### src/rtl/multicycle_ctrl.sv
// Multicycle processor control unit: FETCH/DECODE/EXEC/MEM/WB sequencing,
// immediate-extender mode, sticky illegal-opcode trap and retired counter.
module multicycle_ctrl (
  input  logic        clk,
  input  logic        rst,
  input  logic [5:0]  opcode,
  input  logic        zero,
  input  logic        mem_ack,
  output logic        mem_req,
  output logic        mem_we,
  output logic        ir_we,
  output logic        pc_we,
  output logic [1:0]  pc_src,
  output logic [1:0]  ext_mode,
  output logic        alu_src_imm,
  output logic        reg_we,
  output logic        mem_to_reg,
  output logic        illegal,
  output logic [2:0]  state,
  output logic [15:0] retired
);

  typedef enum logic [2:0] {
    S_FETCH  = 3'd0,
    S_DECODE = 3'd1,
    S_EXEC   = 3'd2,
    S_MEM    = 3'd3,
    S_WB     = 3'd4,
    S_TRAP   = 3'd7
  } state_t;

  typedef enum logic [2:0] {
    C_R, C_ADDI, C_LOGIC, C_LUI, C_LW, C_SW, C_BEQ, C_J
  } cls_t;

  state_t     cur, nxt;
  cls_t       cls, dec_cls;
  logic [1:0] dec_ext;
  logic       dec_legal;
  logic       retire;

  always_comb begin
    dec_cls   = C_R;
    dec_ext   = 2'b00;
    dec_legal = 1'b1;
    case (opcode)
      6'h00:         dec_cls = C_R;
      6'h08:         dec_cls = C_ADDI;
      6'h0C, 6'h0D: begin dec_cls = C_LOGIC; dec_ext = 2'b01; end
      6'h0F:        begin dec_cls = C_LUI;   dec_ext = 2'b10; end
      6'h23:         dec_cls = C_LW;
      6'h2B:         dec_cls = C_SW;
      6'h04:         dec_cls = C_BEQ;
      6'h02:         dec_cls = C_J;
      default:       dec_legal = 1'b0;
    endcase
  end

  // Strobes are forced low while rst is high so an aborted instruction
  // never produces a write or PC update during the reset cycle.
  always_comb begin
    nxt         = cur;
    mem_req     = 1'b0;
    mem_we      = 1'b0;
    ir_we       = 1'b0;
    pc_we       = 1'b0;
    pc_src      = 2'b00;
    alu_src_imm = 1'b0;
    reg_we      = 1'b0;
    mem_to_reg  = 1'b0;
    if (!rst) begin
      case (cur)
        S_FETCH: begin
          mem_req = 1'b1;
          if (mem_ack) begin
            ir_we = 1'b1;
            pc_we = 1'b1;
            nxt   = S_DECODE;
          end
        end
        S_DECODE: nxt = dec_legal ? S_EXEC : S_TRAP;
        S_EXEC: begin
          alu_src_imm = (cls == C_ADDI) || (cls == C_LOGIC) || (cls == C_LUI) ||
                        (cls == C_LW) || (cls == C_SW);
          case (cls)
            C_BEQ: begin
              pc_src = 2'b01;
              pc_we  = zero;
              nxt    = S_FETCH;
            end
            C_J: begin
              pc_src = 2'b10;
              pc_we  = 1'b1;
              nxt    = S_FETCH;
            end
            C_LW, C_SW: nxt = S_MEM;
            default:    nxt = S_WB;
          endcase
        end
        S_MEM: begin
          mem_req = 1'b1;
          mem_we  = (cls == C_SW);
          if (mem_ack) nxt = (cls == C_LW) ? S_WB : S_FETCH;
        end
        S_WB: begin
          reg_we     = 1'b1;
          mem_to_reg = (cls == C_LW);
          nxt        = S_FETCH;
        end
        S_TRAP:  nxt = S_TRAP;
        default: nxt = S_FETCH;
      endcase
    end
  end

  assign retire = ((cur == S_EXEC) || (cur == S_MEM) || (cur == S_WB)) && (nxt == S_FETCH);

  always_ff @(posedge clk) begin
    if (rst) begin
      cur      <= S_FETCH;
      cls      <= C_R;
      ext_mode <= 2'b00;
      retired  <= 16'h0000;
      illegal  <= 1'b0;
    end else begin
      cur <= nxt;
      if (cur == S_DECODE) begin
        if (dec_legal) begin
          cls      <= dec_cls;
          ext_mode <= dec_ext;
        end else begin
          illegal  <= 1'b1;
        end
      end
      if (retire) retired <= retired + 16'd1;
    end
  end

  assign state = cur;

endmodule

### config.mk
export PLATFORM = sky130hd
export DESIGN_NAME = multicycle_ctrl
export DESIGN_NICKNAME = d
export VERILOG_FILES = /design/src/rtl/multicycle_ctrl.sv
export SDC_FILE = /design/constraint.sdc
export NUM_CORES = 1
export LEC_CHECK = 0
export CELL_PAD_IN_SITES_DETAIL_PLACEMENT = 0
export CELL_PAD_IN_SITES_GLOBAL_PLACEMENT = 1
export CORE_AREA = 3 3 74 76
export CTS_CLUSTER_DIAMETER = 120
export DETAILED_ROUTE_END_ITERATION = 6
export DIE_AREA = 0 0 77 79
export GPL_TIMING_DRIVEN = 0
export PLACE_DENSITY_LB_ADDON = 0.2
export SYNTH_ARGS = -nofsm -noshare
export SYNTH_HDL_FRONTEND = slang
export SYNTH_SLANG_ARGS = --single-unit
export TNS_END_PERCENT = 50
### constraint.sdc
create_clock -name clk -period 2.61 [get_ports clk]
set_clock_uncertainty 0.15 [all_clocks]
set_input_delay 0.783 -clock clk [delete_from_list [all_inputs] [get_ports clk]]
set_output_delay 0.783 -clock clk [all_outputs]
set_load 0.01 [all_outputs]
# ---- Word-level counts from Yosys, hierarchy flattened
# Index checks and enable logic that the tools add are counted.
# Widths: inputs -> output; s select.
dict set report word_totals {
  ff_bits 25
  latchBits 0
  mem_bits_rw 0
  rom_bits 0
  wordCells 73
  mem_count 0
}
dict set report op_classes {
  addsub 1
  n_mul 0
  n_div 0
  magnitude_cmp 0
  n_eq_ne 20
  shift 0
  muxes 29
  bitwise 1
  reduce_logical 17
}
# cell n
set ops {}
lappend ops {{$eq 6x4->1 const B} 4}
lappend ops {{$pmux 3 s7} 1}
lappend ops {{$eq 3x3->1 const B} 6}
lappend ops {{$add 16x1->16 const B} 1}
lappend ops {{$mux 1} 15}
lappend ops {{$mux 3} 5}
lappend ops {{$pmux 3 s5} 1}
lappend ops {{$eq 3x2->1 const B} 4}
lappend ops {{$eq 6x6->1 const B} 2}
lappend ops {{$reduce_or 9->1} 1}
lappend ops {{$pmux 2 s2} 2}
lappend ops {{$reduce_or 2->1} 4}
lappend ops {{$eq 3x1->1 const B} 2}
lappend ops {{$eq 6x2->1 const B} 1}
lappend ops {{$eq 6x3->1 const B} 1}
lappend ops {{$logic_not 3->1} 2}
lappend ops {{$logic_not 6->1} 1}
lappend ops {{$logic_or 1x1->1} 6}
lappend ops {{$pmux 3 s2} 1}
lappend ops {{$mux 2} 2}
lappend ops {{$pmux 1 s2} 2}
lappend ops {{$reduce_and 2->1} 2}
lappend ops {{$logic_and 1x1->1} 1}
lappend ops {{$not 1->1} 1}

# ---- Depth between registers and ports, before layout
dict set report depth {
  ltp_word 8
  ltp_mapped 9
  mapped_depth_nobuf 6
}

# ---- Worst setup path before layout
# No wires, ideal clock.
dict set report synth_path {
  path_type {input to output}
  startpoint {in rst}
  endpoint {out mem_to_reg}
  arrival_ps 1857
  required_ps 1677
  path_slack_ps -180
  stages 3
  n_path_buf 1
  cell_sequence {clkbuf_1 -> nor4b_1 -> nor3b_1}
}
dict set report synth_via {
  elab_chain_cells 1
}
# element line
set synth_lines {}
lappend synth_lines {{start, declared} 5} ;# input logic rst,
lappend synth_lines {{$mux 1} 71} ;# if (!rst) begin
lappend synth_lines {{end, declared} 17} ;# output logic mem_to_reg,
# Every way passes these cells.

# ---- Worst setup path in the final report
# Same ends and word-level chain as after synthesis.

==> results_dict.tcl <==
set metrics [dict create \
    status "finished, final reports clean" \
    synth_seq_area_share 0.333 \
    hold_violations 0 \
    grt_pass1_vias 1493 \
    syn_area_um2 1500 \
    r2r.worst_path.cells 8 \
    ir_drop_mv 0.223 \
    fin_crit_sh 0.970 \
    synthesis.nets 203 \
    cts_sinks 25 \
    synth_cell_types 45 \
    clk_pin_slew_ps 90 \
    syn_avg_cell_area_um2 7.82 \
    worst_ep_arrival_time_ps 1600 \
    grt-ovfl-total 0 \
    vias 1553 \
    end_kind "output pin" \
    drive_gt1_frac 0.159 \
    cts-root-buf "clkbuf_8" \
    timing.final.ws_setup_ps 79.1 \
    min_period_ps 2530 \
    die_h_um 79 \
    core_um2 4790 \
    synthFlopType "dfxtp_1" \
    synth_edf_count 0 \
    place_area_um2 1950 \
    io_buffers 35 \
    clk_latency_ps 280 \
    route.detailed.drc 0 \
    min_path_type "reg2reg" \
    setup_viol 0 \
    cp-start-kind "input port" \
    rsz0062_at_grt "yes" \
    slew_violations 0 \
    antenna_cells 0 \
    cap_violations 0 \
    crit_slowest_cell "nor4b_4" \
    tightest_slew_ps 519 \
    startpoint "rst" \
    cellLeakagePower_nw 0.688 \
    drtIter0Drc 96 \
    total_power_w 0.000870 \
    final_nets 244 \
    wl_per_cell_um 13.7 \
    grt_pass1_wl_um 7130 \
    htreeDepth 1 \
    ioPinCount 41 \
    place_congestion 0.734 \
    grt_max_degree 17 \
    synth_cells 192 \
    place_hpwl_um 2920 \
    drt-total-wl_um 4100 \
    required_ps 1680 \
    clockBufferDepth 2 \
    timing.fmax_mhz 395 \
    crit_chain "buf_6 > clkbuf_8 > nor4b_4 > nor3b_2 > buf_2" \
    numCtsBuffers 3 \
    crit_type "in2out" \
    yosysWarnings 0 \
    hold_depth 2 \
    crit_path_end "mem_to_reg" \
    relSlewSlack 0.654 \
    reg2reg_slack_ps 360 \
    vias_per_cell 5.19 \
    die_x_um 77 \
    area_delta_synth_final_pct 35.6 \
    ant_nets 0 \
    rr_endpoint "retired[12]" \
    cts_tree "yes" \
    whs_ps 357 \
    cts_hold_buf 0 \
    antenna_found_initial 0 \
    synth-async-reset-ratio 0 \
    grt_usage 0.140 \
    cp_max_fo 5 \
    start_util 0.314 \
    slowest_delay_ps 220 \
    rows 25 \
    ys_seq_elements 25 \
    final_cell_area_um2 2040 \
    first_pass_iters 4 \
    die_area_um2 6080 \
    dp_slack_ps -1040 \
    rr_startpoint "state[0]" \
    p_per_area_nw_per_um2 427 \
]
## layout by cell type (no fill, tap or decap), types with 4 or more instances in the layout
cell and instances:
o31ai_1 8, nand2_1 14, a21oi_1 24, inv_1 4, or4_1 7, dfxtp_1 24, clkdlybuf4s50_1 23, or3_1 9
o21ai_0 12, nand3_1 6, nand4_1 4, nor2_1 18, clkbuf_8 4, nand2b_1 7, mux2i_1 5, buf_2 10
## state kept, by name, summed over array words and instances (netlist names)
signal / flops
cls: 3
ext_mode: 2
retired: 16
illegal: 1
state: 3
## Yosys cell counts, drive strengths merged (2+ instances only)
cell type / instances / area, µm²
a21oi: 24 / 120
buf: 9 / 56.3
clkbuf: 5 / 18.8
dfxtp: 25 / 500
inv: 4 / 15.0
mux2i: 5 / 50.1
nand2: 14 / 52.6
nand2b: 7 / 43.8
nand3: 7 / 35.0
nand4: 4 / 25.0
nand4b: 2 / 17.5
nor2: 18 / 67.6
nor3: 3 / 20.0
nor4: 4 / 25.0
o21ai: 12 / 60.1
o31ai: 8 / 60.1
or2: 2 / 15.0
or3: 9 / 56.3
or4: 7 / 52.6
xor2: 2 / 17.5
## power breakdown
part | switching [W] | internal (W) | total [W]
Combinational | 0.000117 | 0.0000936 | 0.000211
Sequential | 0.0000121 | 0.000393 | 0.000406
Clock | 0.000141 | 0.000112 | 0.000253
Total | 0.000271 | 0.000599 | 0.000870
## cell families (layout without fill, tap and decap cells)
| logic type | count (synthesis) | in the layout | synth area share |
|---|---|---|---|
| simple gates | 87 | 87 | 0.326 |
| buf+inv | 18 | 58 | 0.0600 |
| xor+xnor | 3 | 3 | 0.0175 |
| flops | 25 | 25 | 0.333 |
| compound gates | 52 | 52 | 0.214 |
| mux | 6 | 6 | 0.0408 |
| fa+ha+maj | 1 | 1 | 0.00833 |
## metrics by stage
step                utilization  instances  setup TNS (ps)
detailed placement        0.407        294          -12130
finish                    0.425        299               0
floorplan                     -        192           -2.31
CTS                       0.424        299               0
global route              0.425        299           -23.3
global placement          0.407        294          -12160
## cell type report
class                   instances  area, µm²
repair buffers                 36        329
clock inverters                 1       8.76
inverters                       4       15.0
well taps                      67       83.8
plain buffers                  14       92.6
multi-input cells             149        963
clock buffers                   3       41.3
fillers                       506       2750
flip-flops and latches         25        502
## critical path, delay by kind of cell
| kind | cells | cell delay [ps] |
|---|---|---|
| buf+inv | 3 | 400 |
| simple gates | 2 | 410 |
## timing repair
action,CTS,global route
endpoints found under the setup margin,14,19
cloned,0,0
pin swaps,3,1
resized for setup,44,7
setup buffers,1,0
## worst min-delay path by stage
| stage | start | to | slack, ps |
|---|---|---|---|
| global placement | retired[15] | retired[15] | 330 |
| detailed placement | ext_mode[0] | ext_mode[0] | 340 |
| finish | illegal | illegal | 360 |
| CTS | retired[15] | retired[15] | 360 |
| global route | retired[15] | retired[15] | 410 |
| floorplan | cls[1] | cls[1] | 350 |
## metal layers
metal,part of all wire,track usage
met1,0.50,0.185
met4,0.0088,0.0534
met2,0.46,0.230
met5,0,0
met3,0.030,0.0204
Power figures use the tool's default switching activity.
